**config.mk**
```make
export PLATFORM = sky130hd
export DESIGN_NAME = ct_lsu_spsram_256x7_ctrl
export DESIGN_NICKNAME = d
export VERILOG_FILES = /design/src/rtl/ct_lsu_spsram_256x7_ctrl.sv
export SDC_FILE = /design/constraint.sdc
export NUM_CORES = 1
export LEC_CHECK = 0
export ABC_AREA = 1
export CORE_ASPECT_RATIO = 1.4
export CORE_MARGIN = 4
export CORE_UTILIZATION = 33
export DETAILED_ROUTE_END_ITERATION = 6
export PLACE_DENSITY = 0.9
export SLEW_MARGIN = 5
export SYNTH_ARGS = -nofsm -noshare
export SYNTH_HDL_FRONTEND = slang
export SYNTH_SLANG_ARGS = --single-unit
```
**constraint.sdc**
```tcl
create_clock -name forever_cpuclk -period 1.4 [get_ports forever_cpuclk]
set_clock_uncertainty 0.05 [all_clocks]
set_input_delay 0.14 -clock forever_cpuclk [delete_from_list [all_inputs] [get_ports forever_cpuclk]]
set_output_delay 0.14 -clock forever_cpuclk [all_outputs]
set_load 0.02 [all_outputs]
```
**src/rtl/ct_lsu_spsram_256x7_ctrl.sv**
```systemverilog
// ct_lsu_spsram_256x7_ctrl: init sweep plus write-priority, anti-starvation
// read/write arbiter for one single-port LSU SRAM.
module ct_lsu_spsram_256x7_ctrl #(
    parameter int ADDR_WIDTH = 8,
    parameter int DATA_WIDTH = 7,
    parameter int STARVE_MAX = 4,
    parameter logic [DATA_WIDTH-1:0] INIT_VAL = '0
) (
    input  logic                  forever_cpuclk,
    input  logic                  cpurst,
    input  logic                  init_req,
    output logic                  init_done,
    input  logic                  rd_req,
    input  logic [ADDR_WIDTH-1:0] rd_idx,
    output logic                  rd_grnt,
    output logic                  rd_data_vld,
    output logic [DATA_WIDTH-1:0] rd_data,
    input  logic                  wr_req,
    input  logic [ADDR_WIDTH-1:0] wr_idx,
    input  logic [DATA_WIDTH-1:0] wr_data,
    input  logic [DATA_WIDTH-1:0] wr_bmask,
    output logic                  wr_grnt,
    output logic [ADDR_WIDTH-1:0] sram_a,
    output logic                  sram_cen,
    output logic                  sram_gwen,
    output logic [DATA_WIDTH-1:0] sram_wen,
    output logic [DATA_WIDTH-1:0] sram_d,
    input  logic [DATA_WIDTH-1:0] sram_q
);
    localparam int SW = $clog2(STARVE_MAX + 1);

    typedef enum logic {S_INIT, S_RUN} state_t;

    state_t                r_state;
    state_t                w_state_nxt;
    logic [ADDR_WIDTH-1:0] r_cnt;
    logic [SW-1:0]         r_starve;
    logic                  r_rd_vld;
    logic                  w_init;
    logic                  w_run;
    logic                  w_wr_grnt;
    logic                  w_rd_grnt;

    // Outputs are held at their idle values while reset is asserted.
    assign w_init    = (r_state == S_INIT) && !cpurst;
    assign w_run     = (r_state == S_RUN) && !cpurst;
    assign w_wr_grnt = w_run && wr_req && !(rd_req && r_starve == SW'(STARVE_MAX));
    assign w_rd_grnt = w_run && rd_req && !w_wr_grnt;

    assign init_done   = w_run;
    assign rd_grnt     = w_rd_grnt;
    assign wr_grnt     = w_wr_grnt;
    assign rd_data_vld = r_rd_vld;
    assign rd_data     = sram_q;

    always_comb begin
        w_state_nxt = r_state;
        sram_cen    = 1'b1;
        sram_gwen   = 1'b1;
        sram_wen    = '1;
        sram_a      = r_cnt;
        sram_d      = INIT_VAL;
        if (w_init) begin
            sram_cen  = 1'b0;
            sram_gwen = 1'b0;
            sram_wen  = '0;
            if (&r_cnt) w_state_nxt = S_RUN;
        end else if (w_wr_grnt) begin
            sram_cen  = 1'b0;
            sram_gwen = 1'b0;
            sram_wen  = ~wr_bmask;
            sram_a    = wr_idx;
            sram_d    = wr_data;
        end else if (w_rd_grnt) begin
            sram_cen = 1'b0;
            sram_a   = rd_idx;
        end
        if (w_run && init_req) w_state_nxt = S_INIT;
    end

    always_ff @(posedge forever_cpuclk) begin
        if (cpurst) begin
            r_state  <= S_INIT;
            r_cnt    <= '0;
            r_starve <= '0;
            r_rd_vld <= 1'b0;
        end else begin
            r_state  <= w_state_nxt;
            r_cnt    <= w_init ? r_cnt + 1'b1 : '0;
            // Count only writes that overtake a waiting read; any read grant or idle read side clears it.
            r_starve <= (!rd_req || w_rd_grnt) ? '0 :
                        (w_wr_grnt && r_starve != SW'(STARVE_MAX)) ? r_starve + 1'b1 : r_starve;
            r_rd_vld <= w_rd_grnt;
        end
    end
endmodule

```
# Word level (Yosys, flattened, before mapping)
# Cells that the tools add are included.
# op_classes
reduce_logical	18
bitwise	3
n_eq_ne	2
mux	12
n_addsub	2
# ops
op	count
7-bit 2-to-1 mux	4
8-bit 2-to-1 mux	3
1-bit logical AND	9
9-bit AND reduction	1
8-bit by 1-bit adder with 8-bit output (second input constant)	1
7-bit NOT	1
2-bit OR reduction	3
1-bit 2-to-1 mux	5
1-bit zero test	4
3-bit by 1-bit adder with 3-bit output (second input constant)	1
3-bit equality test (second input constant)	1
3-bit inequality test (second input constant)	1
1-bit NOT	2
1-bit logical OR	1
# totals
in_bits	42
elab_cells	41
output_inout_bits	35
register_bits	13

# Longest topological paths before layout
# Gate-level depths: netlist (run 1).
# logic_depth
depth_word	9
depth_mapped	9
depth_no_buf	9

# Worst setup path after synthesis (run 1)
# OpenSTA, ideal clock, no wires.
# synth_timing
kind	flip-flop to output port
from	register r_starve[0]
to	output port sram_cen
path_buffers	1
arrival_time_ns	1.387
required_time_ns	1.210
slack_ns	-0.177
path_stages_with_launch	8
cell_sequence	dfxtp_1 > inv_1 > ha_1 > nand2_1 > inv_1 > a21oi_4 > buf_8 > nor3_1
# synth_via
elab_chain_len	9
# synth_rtl
item	line	text
from (decl)	37	logic [SW-1:0] r_starve;
from (signal assigned)	91	r_starve <= (!rd_req || w_rd_grnt) ? '0 :
3-bit equality test *	47	assign w_wr_grnt = w_run && wr_req && !(rd_req && r_starve == SW'(STARVE_MAX));
1-bit logical AND *	47	
1-bit zero test *	47	
1-bit logical AND *	47	
named net wr_grnt	22	output logic wr_grnt,
1-bit zero test	48	assign w_rd_grnt = w_run && rd_req && !w_wr_grnt;
1-bit logical AND	48	
1-bit 2-to-1 mux	74	end else if (w_rd_grnt) begin
1-bit 2-to-1 mux *	68	end else if (w_wr_grnt) begin
1-bit 2-to-1 mux *	63	if (w_init) begin
to (decl)	24	output logic sram_cen,
# The timed path passes the listed nets; every way through them passes the cells marked *.

# Worst setup path in the final report (run 1)
# layout_timing
from	register r_starve[0]
to	output port sram_d[1]
# layout_via
elab_chain_len	6
# layout_rtl
item	line	text
3-bit equality test	47	
1-bit logical AND	47	
1-bit zero test	47	
1-bit logical AND	47	
7-bit 2-to-1 mux	68	
7-bit 2-to-1 mux	63	
to (decl)	27	output logic [DATA_WIDTH-1:0] sram_d,
# Every way passes these cells.

==> impl_results.html, run 1 <==
<table>
<tr><th>Metric</th><th>Value</th></tr>
<tr><th colspan="2">Min path</th></tr>
<tr><td>Count of cells along the worst hold path</td><td>0</td></tr>
<tr><td>Classification of the worst-slack hold path</td><td>in -&gt; out</td></tr>
<tr><td>Hold Path Origin</td><td>sram_q[0]</td></tr>
<tr><td>WHS Endpoint</td><td>rd_data[0]</td></tr>
<tr><th colspan="2">Cells and area</th></tr>
<tr><td>Count of fill cells added during filler insertion</td><td>127</td></tr>
<tr><td>Final core occ</td><td>0.8595</td></tr>
<tr><td>Final nets</td><td>289</td></tr>
<tr><td>Area delta synth-&gt;final</td><td>140.6%</td></tr>
<tr><td>Fraction of final layout cells sized beyond drive strength 1</td><td>0.5103</td></tr>
<tr><td>Number of diodes added for antenna fixing</td><td>0</td></tr>
<tr><td>Final Instance Count excl. Fillers</td><td>279</td></tr>
<tr><th colspan="2">CTS</th></tr>
<tr><td>Number of hold buffers added after cts</td><td>0</td></tr>
<tr><td>Insertion delay of the later-clocked pin in the worst-skew pair</td><td>0.28 ns</td></tr>
<tr><td>CTS tree</td><td>done</td></tr>
<tr><td>Clock buffers created by TritonCTS</td><td>3</td></tr>
<tr><td>Clock tree sinks</td><td>13</td></tr>
<tr><td>Clock-pin transition on the worst setup and hold timing paths</td><td>0.07 ns</td></tr>
<tr><td>Max H-tree Level</td><td>1</td></tr>
<tr><td>Maximum clock insertion buffer count</td><td>2</td></tr>
<tr><td>Buffer cell driving the clock tree root</td><td>sky130_fd_sc_hd__clkbuf_4</td></tr>
<tr><th colspan="2">Critical path</th></tr>
<tr><td>Worst-case register-to-register setup slack</td><td>-0.23 ns</td></tr>
<tr><td>Data arrival time of the worst path</td><td>1.70 ns</td></tr>
<tr><td>Depth of the worst register-to-register path</td><td>11</td></tr>
<tr><td>Type of element launching the critical path</td><td>flop</td></tr>
<tr><td>Data required time of the critical path</td><td>1.21 ns</td></tr>
<tr><td>Count of buffer and inverter cells on the critical path</td><td>6</td></tr>
<tr><td>Launch point of the worst reg-to-reg path</td><td>r_starve[0]</td></tr>
<tr><td>Cell type with the highest occurrence count on the critical path</td><td>sky130_fd_sc_hd__buf_12</td></tr>
<tr><td>Crit end category</td><td>primary output</td></tr>
<tr><td>Slowest cell on the critical path</td><td>sky130_fd_sc_hd__dfxtp_2</td></tr>
<tr><td>Cell-by-cell listing of the critical path</td><td>inv_2 &gt; ha_4 &gt; nand2_4 &gt; inv_4 &gt; a21oi_4 &gt; buf_12 &gt; buf_12 &gt; inv_12 &gt; nor2_4 &gt; buf_6</td></tr>
<tr><td>Largest fanout on the critical path</td><td>8</td></tr>
<tr><td>End of the worst register-to-register path</td><td>r_starve[2]</td></tr>
<tr><td>Type of the worst setup path</td><td>reg -&gt; out</td></tr>
<tr><td>Largest stage delay, worst path</td><td>0.35 ns</td></tr>
<tr><td>Family with the most delay on the worst path</td><td>buffers and inverters</td></tr>
<tr><th colspan="2">Timing</th></tr>
<tr><td>Final setup violation count</td><td>34</td></tr>
<tr><td>Unrepaired setup endpoints after global routing</td><td>yes</td></tr>
<tr><td>Relative max-transition margin</td><td>0.7580</td></tr>
<tr><td>Worst hold margin</td><td>0.2300 ns</td></tr>
<tr><td>Final cycle utilization of the critical path</td><td>1.352</td></tr>
<tr><td>Final Worst Setup Slack</td><td>-0.4929 ns</td></tr>
<tr><td>Maximum operating frequency</td><td>528.3 MHz</td></tr>
<tr><td>Total count of hold-check failures in the final report</td><td>0</td></tr>
<tr><td>Transition time at the pin with the least slew margin</td><td>0.3626 ns</td></tr>
<tr><td>Final critical delay including setup and external delays</td><td>1.893 ns</td></tr>
<tr><td>Max-slew violation count</td><td>0</td></tr>
<tr><th colspan="2">Die</th></tr>
<tr><td>Height of the die</td><td>71.93 um</td></tr>
<tr><td>Effective utilization at floorplan</td><td>0.3571</td></tr>
<tr><td>Count of boundary I/O pins</td><td>77</td></tr>
<tr><td>Number of placement rows</td><td>22</td></tr>
<tr><td>Die Footprint</td><td>3860 sq um</td></tr>
<tr><td>Core ar.</td><td>2698 sq um</td></tr>
<tr><td>Die extent in x</td><td>53.67 um</td></tr>
<tr><th colspan="2">Synth</th></tr>
<tr><td>Count of unique library cells instantiated by Yosys</td><td>21</td></tr>
<tr><td>Cell area after synthesis</td><td>963.4 sq um</td></tr>
<tr><td>Net count after synthesis</td><td>199</td></tr>
<tr><td>Post-synthesis sequential element count</td><td>13</td></tr>
<tr><td>Sequential fraction of the synthesis area</td><td>0.2701</td></tr>
<tr><td>Average cell area after synthesis</td><td>6.256 sq um</td></tr>
<tr><td>Synth warn</td><td>0</td></tr>
<tr><td>Syn Inst Count</td><td>154</td></tr>
<tr><th colspan="2">Pwr</th></tr>
<tr><td>Highest ir drop seen on vdd</td><td>0.7349 mV</td></tr>
<tr><td>Overall Power</td><td>0.9384 mW</td></tr>
<tr><td>Logic gate share of total power</td><td>0.339</td></tr>
<tr><td>NetSw</td><td>0.2757 mW</td></tr>
<tr><td>Power Density</td><td>404.7 nW/um^2</td></tr>
<tr><td>Leakage</td><td>1.048 nW</td></tr>
<tr><td>Part of the total power dissipated in sequential elements</td><td>0.410</td></tr>
<tr><td>Int Power</td><td>0.6626 mW</td></tr>
<tr><td>Switching Fraction</td><td>0.2939</td></tr>
<tr><td>Part of the total power dissipated in the clock network</td><td>0.251</td></tr>
<tr><th colspan="2">Place</th></tr>
<tr><td>Half-perimeter wire length of the detailed placement result</td><td>3102 um</td></tr>
<tr><td>Count of buffers inserted at the top-level ports</td><td>62</td></tr>
<tr><td>Post-placement cell count</td><td>267</td></tr>
<tr><td>Worst-case setup slack after placement</td><td>-0.7928 ns</td></tr>
<tr><td>Final weighted congestion in routability-driven placement</td><td>0.8099</td></tr>
<tr><th colspan="2">Drt</th></tr>
<tr><td>DRC violations left</td><td>0</td></tr>
<tr><td>First-iteration detailed-routing DRC count</td><td>97</td></tr>
<tr><td>Routed WL per cell</td><td>22.12 um</td></tr>
<tr><td>Number of nets still failing antenna checks after routing</td><td>0</td></tr>
<tr><td>Final Routed Wirelength</td><td>6171 um</td></tr>
<tr><td>Count of TritonRoute iterations in the first routing pass</td><td>4</td></tr>
<tr><td>DR vias</td><td>1593</td></tr>
<tr><td>Via/cell ratio</td><td>5.710</td></tr>
<tr><th colspan="2">Global route</th></tr>
<tr><td>Overall overflow remaining after global route</td><td>0</td></tr>
<tr><td>GR Util All Layers</td><td>0.2656</td></tr>
<tr><td>Global-route wire length before repair</td><td>7562 um</td></tr>
<tr><td>Number of antenna violations at the first check in global routing</td><td>0</td></tr>
<tr><td>Maximum number of pins on one net before global-route repair</td><td>11</td></tr>
<tr><td>Via count of the first global-routing pass</td><td>1525</td></tr>
<tr><th colspan="2">Run status</th></tr>
<tr><td>Violated checks</td><td>setup timing</td></tr>
<tr><td>Outcome</td><td>finished, violations left</td></tr>
<tr><th colspan="2">Run</th></tr>
<tr><td>Total of max-cap violations</td><td>0</td></tr>
</table>
repair_timing:
item,CTS,global route
setup endpoints to repair,33,39
pin swaps,5,16
setup buffers,6,5
gates cloned,2,0
endpoints found under the hold margin,0,0
resized for setup,176,53
power by group through the flow:
stage	logic, mW	clock network (mW)	registers, mW
floorplan	0.120	0	0.390
global placement	0.257	0	0.391
detailed placement	0.267	0	0.392
CTS	0.287	0.232	0.383
global route	0.331	0.255	0.384
finish	0.318	0.236	0.384
area by class of cell:
| class | instances | area (sq um) | area share |
|---|---|---|---|
| tap | 36 | 45.04 | 0.01943 |
| inverter | 23 | 106.4 | 0.04587 |
| multi-input combinational | 106 | 837.1 | 0.3610 |
| clock buffer | 4 | 26.28 | 0.01133 |
| sequential | 13 | 266.5 | 0.1149 |
| timing repair buffer | 97 | 1037 | 0.4474 |
flip-flops by register name, summed over array words and instances (netlist names):
name	flops
r_cnt	8
r_starve	3
r_state	1
rd_data_vld	1
layout by cell type (no fill, tap or decap):
cell / instances
sky130_fd_sc_hd__buf_6: 35
sky130_fd_sc_hd__clkdlybuf4s50_1: 34
sky130_fd_sc_hd__nand2_1: 20
sky130_fd_sc_hd__buf_4: 18
sky130_fd_sc_hd__inv_1: 16
sky130_fd_sc_hd__nand3_2: 16
sky130_fd_sc_hd__nor2_1: 15
sky130_fd_sc_hd__dfxtp_1: 10
sky130_fd_sc_hd__a21oi_4: 9
sky130_fd_sc_hd__nor2_4: 9
sky130_fd_sc_hd__nand3_1: 9
sky130_fd_sc_hd__inv_2: 4
sky130_fd_sc_hd__nand4_1: 4
sky130_fd_sc_hd__nand2_2: 4
sky130_fd_sc_hd__buf_12: 4
sky130_fd_sc_hd__nand2_4: 3
sky130_fd_sc_hd__nor2_2: 3
sky130_fd_sc_hd__clkbuf_4: 3
sky130_fd_sc_hd__buf_8: 3
sky130_fd_sc_hd__a31oi_1: 2
sky130_fd_sc_hd__o21a_1: 2
sky130_fd_sc_hd__ha_1: 2
sky130_fd_sc_hd__dfxtp_2: 2
sky130_fd_sc_hd__inv_4: 1
sky130_fd_sc_hd__nand3_4: 1
sky130_fd_sc_hd__inv_12: 1
sky130_fd_sc_hd__nor3_4: 1
sky130_fd_sc_hd__inv_6: 1
sky130_fd_sc_hd__a21oi_2: 1
sky130_fd_sc_hd__o21bai_1: 1
sky130_fd_sc_hd__a21oi_1: 1
sky130_fd_sc_hd__xor2_1: 1
sky130_fd_sc_hd__o21ai_2: 1
sky130_fd_sc_hd__ha_4: 1
sky130_fd_sc_hd__clkbuf_1: 1
sky130_fd_sc_hd__clkbuf_16: 1
sky130_fd_sc_hd__buf_2: 1
sky130_fd_sc_hd__dlymetal6s2s_1: 1
sky130_fd_sc_hd__dfxtp_4: 1
per-layer routing:
layer / wire [um] / vias to the layer above / global-route usage
met4: 442 / 0 / 0.1705
met2: 2988 / 134 / 0.4380
li1: - / 669 / -
met5: 0 / - / 0
met1: 2027 / 752 / 0.2966
met3: 714 / 38 / 0.05749
cell usage after synthesis (all sizes together):
cell / count / area (sq um)
a21oi: 11 / 66.32
a31oi: 2 / 12.51
buf: 11 / 85.08
clkbuf: 1 / 3.750
dfxtp: 13 / 260.3
ha: 3 / 37.54
inv: 23 / 86.33
nand2: 27 / 101.4
nand3: 26 / 142.6
nand4: 4 / 25.02
nor2: 27 / 101.4
nor3: 1 / 5.000
o21a: 2 / 15.01
o21ai: 1 / 5.000
o21bai: 1 / 7.510
xor2: 1 / 8.760
logic make-up (layout without fill, tap and decap cells):
logic type | Yosys count | after routing | synth area share
adder cells (fa/ha/maj) | 3 | 3 | 0.03897
buffers and inverters | 35 | 124 | 0.1818
XOR/XNOR | 1 | 1 | 0.009093
AND/OR/NAND/NOR | 85 | 85 | 0.3896
flip-flops | 13 | 13 | 0.2701
AO/OA/AOI/OAI | 17 | 17 | 0.1104
worst max-delay path by stage:
stage / start / end / slack, ns / depth (start not counted)
2_1_floorplan: r_starve[0] / sram_wen[0] / -0.03 / 7
3_3_place_gp: cpurst / sram_a[7] / -0.67 / 8
3_5_place_dp: cpurst / sram_a[5] / -0.79 / 8
4_1_cts: r_starve[1] / sram_wen[5] / -0.44 / 10
5_1_grt: r_starve[0] / sram_d[1] / -0.55 / 10
6_report: r_starve[0] / sram_d[1] / -0.49 / 10
per-stage QoR:
stage               setup TNS, ns  area [sq um]
finish                     -11.93          2318
global route               -13.62          2318
CTS                        -9.308          2177
detailed placement         -20.09          1951
global placement           -18.36          1951
floorplan                 -0.1989          1136
(Power assumes the default switching activity.)
==> inputs of run 2 (changes only) <==
--- a/config.mk
+++ b/config.mk
@@ -11,6 +11,7 @@
 export CORE_UTILIZATION = 33
 export DETAILED_ROUTE_END_ITERATION = 6
 export PLACE_DENSITY = 0.9
+export SKIP_LAST_GASP = 1
 export SLEW_MARGIN = 5
 export SYNTH_ARGS = -nofsm -noshare
 export SYNTH_HDL_FRONTEND = slang
==> run 2 against run 1 <==
  * The run still ends with setup timing left
  * Count of clock-buffer cells in the layout did not move
  * Register-to-register slack gained 0.12 ns
  * Core utilization increased by 0.74 points
  * Cell count grew 1.4%
  * Global-route usage shrank 0.45 points
  * First-iteration DRC count shrank 11%
  * Wire length is 1.4% higher
  * Worst setup slack worse by 0.019 ns
  * Cell area grew 0.86%
==> impl_results.html, run 2 (synthesized netlist as in run 1, its figures left out) <==
<table>
<tr><th>Metric</th><th>Value</th></tr>
<tr><th colspan="2">Timing</th></tr>
<tr><td>Total count of hold-check failures in the final report</td><td>0 (unchanged)</td></tr>
<tr><td>Relative max-transition margin</td><td>0.7377 (-0.02027)</td></tr>
<tr><td>Transition time at the pin with the least slew margin</td><td>0.3930 ns (+0.03037 ns)</td></tr>
<tr><td>Final critical delay including setup and external delays</td><td>1.912 ns (+0.01929 ns)</td></tr>
<tr><td>Max-slew violation count</td><td>0 (unchanged)</td></tr>
<tr><td>Worst hold margin</td><td>0.2300 ns (+0.000001000 ns)</td></tr>
<tr><td>Final Worst Setup Slack</td><td>-0.5122 ns (-0.01929 ns)</td></tr>
<tr><td>Maximum operating frequency</td><td>523.0 MHz (-1.0%)</td></tr>
<tr><td>Final cycle utilization of the critical path</td><td>1.366 (+0.01378)</td></tr>
<tr><td>Unrepaired setup endpoints after global routing</td><td>yes</td></tr>
<tr><td>Final setup violation count</td><td>32 (-5.9%)</td></tr>
<tr><th colspan="2">CTS</th></tr>
<tr><td>Maximum clock insertion buffer count</td><td>2 (unchanged)</td></tr>
<tr><td>Clock tree sinks</td><td>13 (unchanged)</td></tr>
<tr><td>CTS tree</td><td>done</td></tr>
<tr><td>Number of hold buffers added after cts</td><td>0 (unchanged)</td></tr>
<tr><td>Buffer cell driving the clock tree root</td><td>sky130_fd_sc_hd__clkbuf_4</td></tr>
<tr><td>Insertion delay of the later-clocked pin in the worst-skew pair</td><td>0.29 ns (about the same)</td></tr>
<tr><td>Clock buffers created by TritonCTS</td><td>3 (unchanged)</td></tr>
<tr><td>Clock-pin transition on the worst setup and hold timing paths</td><td>0.07 ns (about the same)</td></tr>
<tr><td>Max H-tree Level</td><td>1 (unchanged)</td></tr>
<tr><th colspan="2">Global route</th></tr>
<tr><td>Overall overflow remaining after global route</td><td>0 (unchanged)</td></tr>
<tr><td>Number of antenna violations at the first check in global routing</td><td>0 (unchanged)</td></tr>
<tr><td>Maximum number of pins on one net before global-route repair</td><td>11 (unchanged)</td></tr>
<tr><td>GR Util All Layers</td><td>0.2611 (-0.004516)</td></tr>
<tr><td>Global-route wire length before repair</td><td>7500 um (-0.82%)</td></tr>
<tr><td>Via count of the first global-routing pass</td><td>1530 (+0.33%)</td></tr>
<tr><th colspan="2">Critical path</th></tr>
<tr><td>Cell count along the critical path</td><td>10 (unchanged)</td></tr>
<tr><td>Type of element launching the critical path</td><td>flop</td></tr>
<tr><td>Slowest cell on the critical path</td><td>sky130_fd_sc_hd__dfxtp_2</td></tr>
<tr><td>Count of buffer and inverter cells on the critical path</td><td>5 (-1)</td></tr>
<tr><td>Data arrival time of the worst path</td><td>1.72 ns (+0.02 ns)</td></tr>
<tr><td>Family with the most delay on the worst path</td><td>buffers and inverters</td></tr>
<tr><td>Data required time of the critical path</td><td>1.21 ns (about the same)</td></tr>
<tr><td>Crit end category</td><td>primary output</td></tr>
<tr><td>Largest fanout on the critical path</td><td>7 (-1)</td></tr>
<tr><td>Type of the worst setup path</td><td>reg -&gt; out</td></tr>
<tr><td>Largest stage delay, worst path</td><td>0.34 ns (about the same)</td></tr>
<tr><td>Depth of the worst register-to-register path</td><td>11 (unchanged)</td></tr>
<tr><td>Cell-by-cell listing of the critical path</td><td>inv_2 &gt; ha_4 &gt; nand2_4 &gt; inv_4 &gt; a21oi_4 &gt; buf_12 &gt; buf_4 &gt; nand2_1 &gt; nand3_2 &gt; buf_6</td></tr>
<tr><th colspan="2">Die</th></tr>
<tr><td>Core ar.</td><td>2698 sq um (unchanged)</td></tr>
<tr><td>Number of placement rows</td><td>22 (unchanged)</td></tr>
<tr><td>Die extent in x</td><td>53.67 um (unchanged)</td></tr>
<tr><td>Count of boundary I/O pins</td><td>77 (unchanged)</td></tr>
<tr><td>Height of the die</td><td>71.93 um (unchanged)</td></tr>
<tr><td>Effective utilization at floorplan</td><td>0.3571 (unchanged)</td></tr>
<tr><td>Die Footprint</td><td>3860 sq um (unchanged)</td></tr>
<tr><th colspan="2">Place</th></tr>
<tr><td>Half-perimeter wire length of the detailed placement result</td><td>3102 um (unchanged)</td></tr>
<tr><td>Final weighted congestion in routability-driven placement</td><td>0.8099 (unchanged)</td></tr>
<tr><td>Count of buffers inserted at the top-level ports</td><td>62 (unchanged)</td></tr>
<tr><th colspan="2">Drt</th></tr>
<tr><td>Final Routed Wirelength</td><td>6258 um (+1.4%)</td></tr>
<tr><td>Routed WL per cell</td><td>22.11 um (about the same)</td></tr>
<tr><td>Number of nets still failing antenna checks after routing</td><td>0 (unchanged)</td></tr>
<tr><td>DRC violations left</td><td>0 (unchanged)</td></tr>
<tr><td>Via/cell ratio</td><td>5.654 (-0.98%)</td></tr>
<tr><td>Count of TritonRoute iterations in the first routing pass</td><td>5 (+1)</td></tr>
<tr><td>First-iteration detailed-routing DRC count</td><td>86 (-11%)</td></tr>
<tr><td>DR vias</td><td>1600 (+0.44%)</td></tr>
<tr><th colspan="2">Pwr</th></tr>
<tr><td>Highest ir drop seen on vdd</td><td>0.4881 mV (-34%)</td></tr>
<tr><td>Overall Power</td><td>0.9542 mW (+1.7%)</td></tr>
<tr><td>Leakage</td><td>1.079 nW (+2.9%)</td></tr>
<tr><td>Power Density</td><td>408.0 nW/um^2 (+0.82%)</td></tr>
<tr><th colspan="2">Run</th></tr>
<tr><td>Total of max-cap violations</td><td>0 (unchanged)</td></tr>
<tr><th colspan="2">Cells and area</th></tr>
<tr><td>Max FFs per register</td><td>8 (unchanged)</td></tr>
<tr><td>Register containing the most flip-flops in the final layout</td><td>r_cnt</td></tr>
<tr><td>Fraction of final layout cells sized beyond drive strength 1</td><td>0.4939 (-0.01636)</td></tr>
<tr><td>Top library cells by usage in the layout, fill and taps aside</td><td>34 x sky130_fd_sc_hd__clkdlybuf4s50_1, 34 x sky130_fd_sc_hd__buf_6, 23 x sky130_fd_sc_hd__buf_4, 21 x sky130_fd_sc_hd__nand2_1, 16 x sky130_fd_sc_hd__inv_1</td></tr>
<tr><td>Final core occ</td><td>0.8669 (+0.007421)</td></tr>
<tr><td>Area delta synth-&gt;final</td><td>142.7%</td></tr>
<tr><td>Final nets</td><td>293 (+1.4%)</td></tr>
<tr><td>Number of diodes added for antenna fixing</td><td>0 (unchanged)</td></tr>
<tr><td>Largest registers</td><td>r_cnt x8, r_starve x3</td></tr>
<tr><th colspan="2">Run status</th></tr>
<tr><td>Outcome</td><td>finished, violations left</td></tr>
<tr><td>Violated checks</td><td>setup timing</td></tr>
<tr><th colspan="2">Min path</th></tr>
<tr><td>Count of cells along the worst hold path</td><td>0 (unchanged)</td></tr>
<tr><td>Classification of the worst-slack hold path</td><td>in -&gt; out</td></tr>
</table>
==> run 2: cell count changes in the layout (fill, tap and decap cells not counted) <==
cell                      change
sky130_fd_sc_hd__nand3_2      -6
sky130_fd_sc_hd__nand3_1      +4
sky130_fd_sc_hd__buf_4        +5
sky130_fd_sc_hd__nand2_1      +1
sky130_fd_sc_hd__o21ai_2      -1
sky130_fd_sc_hd__buf_6        -1
sky130_fd_sc_hd__nand2_4      +1
sky130_fd_sc_hd__nand2_2      -2
sky130_fd_sc_hd__o21ai_0      +1
sky130_fd_sc_hd__nand3_4      +2
==> run 2: power by group <==
part	switching, mW	internal [mW]	leakage [nW]
clock network	0.130	0.111	0.0150
registers	0.00850	0.375	0.107
logic	0.151	0.180	0.957
total	0.289	0.665	1.08
==> run 2: metal layers <==
layer / up-vias / part of all wire / GRT usage
met3: 51 / 0.11 / 0.05133
met2: 152 / 0.46 / 0.4757
met4: 0 / 0.10 / 0.1108
li1: 677 / - / -
met5: - / 0 / 0
met1: 720 / 0.33 / 0.2776
==> run 2: repair_timing <==
item / 4_1_cts / 5_1_grt
setup buffers: 6 / 7
resized for setup: 173 / 49
pin swaps: 5 / 10
gates cloned: 2 / 0
setup endpoints to repair: 33 / 39
==> run 2: worst paths after layout <==
kind / startpoint / end / slack [ns]
setup / recovery: r_starve[1] / sram_a[3] / -0.51
hold / removal: sram_q[0] / rd_data[0] / 0.23
setup reg to reg: r_starve[1] / r_starve[2] / -0.11
hold reg to reg: r_cnt[0] / r_cnt[0] / 0.44
==> run 2: cell type report <==
| type | instances | area (sq um) |
|---|---|---|
| inverters | 23 | 106.4 |
| multi-input cells | 106 | 830.8 |
| clock buffers | 4 | 26.28 |
| flip-flops and latches | 13 | 266.5 |
| fillers | 120 | 359.1 |
| repair buffers | 101 | 1064 |
| well taps | 36 | 45.04 |
==> run 2: per-stage QoR <==
stage               instance area (sq um)  setup TNS (ns)  std cells  worst slack (ns)
finish                               2338          -11.54        283           -0.5122
global route                         2338          -13.04        283           -0.5312
CTS                                  2171          -9.356        279           -0.4381
detailed placement                   1951          -20.09        267           -0.7928
global placement                     1951          -18.36        267           -0.6665
floorplan                            1136         -0.1989        154          -0.02640
==> inputs of run 3 (changes only) <==
--- a/config.mk
+++ b/config.mk
@@ -6,10 +6,12 @@
 export NUM_CORES = 1
 export LEC_CHECK = 0
 export ABC_AREA = 1
+export CAP_MARGIN = 20
 export CORE_ASPECT_RATIO = 1.4
 export CORE_MARGIN = 4
 export CORE_UTILIZATION = 33
 export DETAILED_ROUTE_END_ITERATION = 6
+export GPL_TIMING_DRIVEN = 0
 export PLACE_DENSITY = 0.9
 export SKIP_LAST_GASP = 1
 export SLEW_MARGIN = 5
==> run 3 against run 2 <==
  * The run still ends with setup timing left
  * Sequential power is 1% higher
  * Worst setup slack worse by 0.054 ns
  * Register-to-register slack worse by 0.20 ns
  * Cell area is 2.6% lower
  * Wire length is 4.6% lower
  * Via count is 0.13% lower
  * Combinational power hardly changed
  * Global-route usage is 0.46 points higher
  * Core utilization is 2.3 points lower
  * Critical endpoint is now sram_a[4]
  * Highest routed layer unchanged
==> impl_results.html, run 3 (synthesized netlist as in run 1, its figures left out) <==
<table>
<tr><th>Metric</th><th>Value</th></tr>
<tr><th colspan="2">Cells and area</th></tr>
<tr><td>Count of fill cells added during filler insertion</td><td>142 (+18%)</td></tr>
<tr><td>Area delta synth-&gt;final</td><td>136.4%</td></tr>
<tr><td>Final design instance area without fill</td><td>2277 sq um (-2.6%)</td></tr>
<tr><td>Final Instance Count excl. Fillers</td><td>280 (-1.1%)</td></tr>
<tr><td>Combined area of the multi-input logic cells</td><td>832.0 sq um (+0.15%)</td></tr>
<tr><td>Fraction of final layout cells sized beyond drive strength 1</td><td>0.4631 (-0.03081)</td></tr>
<tr><td>Max FFs per register</td><td>8 (unchanged)</td></tr>
<tr><td>Combined flip-flop and latch cell area</td><td>264.0 sq um (-0.94%)</td></tr>
<tr><td>Largest registers</td><td>r_cnt x8, r_starve x3</td></tr>
<tr><td>Most common cell after layout, fill and taps aside</td><td>sky130_fd_sc_hd__clkdlybuf4s50_1</td></tr>
<tr><td>Final nets</td><td>290 (-1.0%)</td></tr>
<tr><td>Top library cells by usage in the layout, fill and taps aside</td><td>40 x sky130_fd_sc_hd__clkdlybuf4s50_1, 32 x sky130_fd_sc_hd__buf_6, 19 x sky130_fd_sc_hd__nand2_1, 18 x sky130_fd_sc_hd__buf_4, 17 x sky130_fd_sc_hd__nor2_1</td></tr>
<tr><td>Register containing the most flip-flops in the final layout</td><td>r_cnt</td></tr>
<tr><td>Number of diodes added for antenna fixing</td><td>0 (unchanged)</td></tr>
<tr><th colspan="2">Global route</th></tr>
<tr><td>Global-route wire length before repair</td><td>7534 um (+0.45%)</td></tr>
<tr><td>Maximum number of pins on one net before global-route repair</td><td>11 (unchanged)</td></tr>
<tr><td>Via count of the first global-routing pass</td><td>1533 (+0.20%)</td></tr>
<tr><td>GR Util All Layers</td><td>0.2657 (+0.004599)</td></tr>
<tr><td>Overall overflow remaining after global route</td><td>0 (unchanged)</td></tr>
<tr><td>Number of antenna violations at the first check in global routing</td><td>0 (unchanged)</td></tr>
<tr><th colspan="2">CTS</th></tr>
<tr><td>Maximum clock insertion buffer count</td><td>2 (unchanged)</td></tr>
<tr><td>Buffer cell driving the clock tree root</td><td>sky130_fd_sc_hd__clkbuf_4</td></tr>
<tr><td>Clock-pin transition on the worst setup and hold timing paths</td><td>0.08 ns (about the same)</td></tr>
<tr><td>Clock buffers created by TritonCTS</td><td>3 (unchanged)</td></tr>
<tr><td>Max H-tree Level</td><td>1 (unchanged)</td></tr>
<tr><td>CTS tree</td><td>done</td></tr>
<tr><td>Insertion delay of the later-clocked pin in the worst-skew pair</td><td>0.29 ns (about the same)</td></tr>
<tr><td>Clock tree sinks</td><td>13 (unchanged)</td></tr>
<tr><th colspan="2">Critical path</th></tr>
<tr><td>Depth of the worst register-to-register path</td><td>11 (unchanged)</td></tr>
<tr><td>End of the worst register-to-register path</td><td>r_starve[2]</td></tr>
<tr><td>Launch point of the worst reg-to-reg path</td><td>r_starve[0]</td></tr>
<tr><td>Largest stage delay, worst path</td><td>0.34 ns (about the same)</td></tr>
<tr><td>Type of the worst setup path</td><td>reg -&gt; out</td></tr>
<tr><td>Cell type with the highest occurrence count on the critical path</td><td>sky130_fd_sc_hd__buf_6</td></tr>
<tr><td>Slowest cell on the critical path</td><td>sky130_fd_sc_hd__dfxtp_2</td></tr>
<tr><td>Crit end category</td><td>primary output</td></tr>
<tr><td>Data arrival time of the worst path</td><td>1.78 ns (+0.06 ns)</td></tr>
<tr><td>Cell-by-cell listing of the critical path</td><td>inv_2 &gt; ha_4 &gt; nand2_4 &gt; buf_6 &gt; nand4_1 &gt; buf_6 &gt; nand3_1 &gt; nand3_2 &gt; buf_6</td></tr>
<tr><td>Worst-case register-to-register setup slack</td><td>-0.31 ns (-0.20 ns)</td></tr>
<tr><td>Largest fanout on the critical path</td><td>4 (-3)</td></tr>
<tr><td>Data required time of the critical path</td><td>1.21 ns (about the same)</td></tr>
<tr><td>Type of element launching the critical path</td><td>flop</td></tr>
<tr><th colspan="2">Die</th></tr>
<tr><td>Number of placement rows</td><td>22 (unchanged)</td></tr>
<tr><td>Die Footprint</td><td>3860 sq um (unchanged)</td></tr>
<tr><td>Die extent in x</td><td>53.67 um (unchanged)</td></tr>
<tr><td>Core ar.</td><td>2698 sq um (unchanged)</td></tr>
<tr><td>Effective utilization at floorplan</td><td>0.3571 (unchanged)</td></tr>
<tr><td>Count of boundary I/O pins</td><td>77 (unchanged)</td></tr>
<tr><td>Height of the die</td><td>71.93 um (unchanged)</td></tr>
<tr><th colspan="2">Place</th></tr>
<tr><td>Final weighted congestion in routability-driven placement</td><td>0.8355 (+3.2%)</td></tr>
<tr><td>Placement Cell Area</td><td>1872 sq um (-4.0%)</td></tr>
<tr><td>Post-placement cell count</td><td>259 (-3.0%)</td></tr>
<tr><td>Count of buffers inserted at the top-level ports</td><td>69 (+11%)</td></tr>
<tr><td>Half-perimeter wire length of the detailed placement result</td><td>2915 um (-6.0%)</td></tr>
<tr><th colspan="2">Run</th></tr>
<tr><td>Total of max-cap violations</td><td>0 (unchanged)</td></tr>
<tr><th colspan="2">Timing</th></tr>
<tr><td>Final cycle utilization of the critical path</td><td>1.404 (+0.03859)</td></tr>
<tr><td>Final setup violation count</td><td>33 (+3.1%)</td></tr>
<tr><td>Final Worst Setup Slack</td><td>-0.5662 ns (-0.05402 ns)</td></tr>
<tr><td>Transition time at the pin with the least slew margin</td><td>0.4270 ns (+0.03403 ns)</td></tr>
<tr><td>Aggregate negative setup slack</td><td>-12.82 ns (-1.282 ns)</td></tr>
<tr><td>Final critical delay including setup and external delays</td><td>1.966 ns (+0.05402 ns)</td></tr>
<tr><td>Max-slew violation count</td><td>0 (unchanged)</td></tr>
<tr><td>Total count of hold-check failures in the final report</td><td>0 (unchanged)</td></tr>
<tr><td>Relative max-transition margin</td><td>0.7143 (-0.02346)</td></tr>
<tr><td>Maximum operating frequency</td><td>508.6 MHz (-2.7%)</td></tr>
<tr><td>Unrepaired setup endpoints after global routing</td><td>yes</td></tr>
<tr><th colspan="2">Pwr</th></tr>
<tr><td>Int Power</td><td>0.6686 mW (+0.52%)</td></tr>
<tr><td>Part of the total power dissipated in the clock network</td><td>0.259 (+0.007)</td></tr>
<tr><td>Switching Fraction</td><td>0.3100 (+0.007065)</td></tr>
<tr><td>Part of the total power dissipated in sequential elements</td><td>0.399 (-0.003)</td></tr>
<tr><td>Highest ir drop seen on vdd</td><td>0.6701 mV (+37%)</td></tr>
<tr><td>Leakage</td><td>1.033 nW (-4.3%)</td></tr>
<tr><td>Power Density</td><td>425.5 nW/um^2 (+4.3%)</td></tr>
<tr><td>NetSw</td><td>0.3004 mW (+3.9%)</td></tr>
<tr><td>Logic gate share of total power</td><td>0.342 (-0.004)</td></tr>
<tr><th colspan="2">Run status</th></tr>
<tr><td>Outcome</td><td>finished, violations left</td></tr>
<tr><td>Violated checks</td><td>setup timing</td></tr>
<tr><th colspan="2">Drt</th></tr>
<tr><td>Routed WL per cell</td><td>21.33 um (-3.5%)</td></tr>
<tr><td>Final Routed Wirelength</td><td>5973 um (-4.6%)</td></tr>
<tr><td>Number of nets still failing antenna checks after routing</td><td>0 (unchanged)</td></tr>
<tr><td>DRC violations left</td><td>0 (unchanged)</td></tr>
<tr><td>DR vias</td><td>1598 (-0.13%)</td></tr>
<tr><td>Via/cell ratio</td><td>5.707 (+0.95%)</td></tr>
<tr><td>First-iteration detailed-routing DRC count</td><td>67 (-22%)</td></tr>
<tr><td>Count of TritonRoute iterations in the first routing pass</td><td>4 (-1)</td></tr>
<tr><th colspan="2">Min path</th></tr>
<tr><td>Hold Path Origin</td><td>cpurst</td></tr>
<tr><td>Classification of the worst-slack hold path</td><td>in -&gt; reg</td></tr>
<tr><td>WHS Endpoint</td><td>r_cnt[5]</td></tr>
<tr><td>Count of cells along the worst hold path</td><td>4 (+4)</td></tr>
</table>
[run 3: final cells by class]
type | instances | share of cell area
flip-flops and latches | 13 | 0.1159
repair buffers | 86 | 0.3978
inverters | 23 | 0.04451
multi-input cells | 106 | 0.3654
plain buffers | 12 | 0.04505
clock buffers | 4 | 0.01154
well taps | 36 | 0.01978
[run 3: worst max-delay path by stage]
stage,startpoint,cells after the start,endpoint
4_1_cts,r_starve[1],10,sram_wen[3]
5_1_grt,r_starve[0],9,sram_a[4]
3_3_place_gp,cpurst,7,sram_wen[0]
2_1_floorplan,r_starve[0],7,sram_wen[0]
3_5_place_dp,cpurst,7,sram_d[5]
6_report,r_starve[0],9,sram_a[4]
[run 3: timing repair]
item,4_1_cts,5_1_grt
endpoints found under the setup margin,29,34
hold endpoints to repair,0,0
setup buffers,10,7
hold buffers,0,0
pin swaps,3,14
cloned,2,1
resized for setup,180,34
[run 3: power by group through the flow]
stage	logic (mW)	clock network [mW]	registers [mW]
global route	0.345	0.265	0.387
detailed placement	0.296	0	0.392
floorplan	0.120	0	0.390
global placement	0.289	0	0.391
finish	0.332	0.251	0.387
CTS	0.308	0.242	0.383
[run 3: layer usage]
metal	global-route usage	vias to the layer above	share of wire
li1	-	672	-
met1	0.2652	730	0.35
met4	0.1875	0	0.071
met2	0.4623	151	0.48
met5	0	-	0
met3	0.05955	45	0.10
[run 3: critical path: cells and delay by family, from the launching register on]
family / cells / cell delay, ns
simple gates: 4 / 0.48
fa+ha+maj: 1 / 0.16
flops: 1 / 0.34
buf+inv: 4 / 0.51
[run 3: through the flow]
step                      worst slack, ns  utilization  total power [mW]  hold WS (ns)
after floorplan                  -0.02640            -            0.5103        0.2800
after global placement            -0.9365       0.6939            0.6804        0.3944
after detailed placement          -0.9587       0.6939            0.6877        0.4031
after CTS                         -0.4252       0.7941            0.9325        0.3514
after global routing              -0.6243       0.8442            0.9968        0.4297
final                             -0.5662       0.8442            0.9690        0.4098
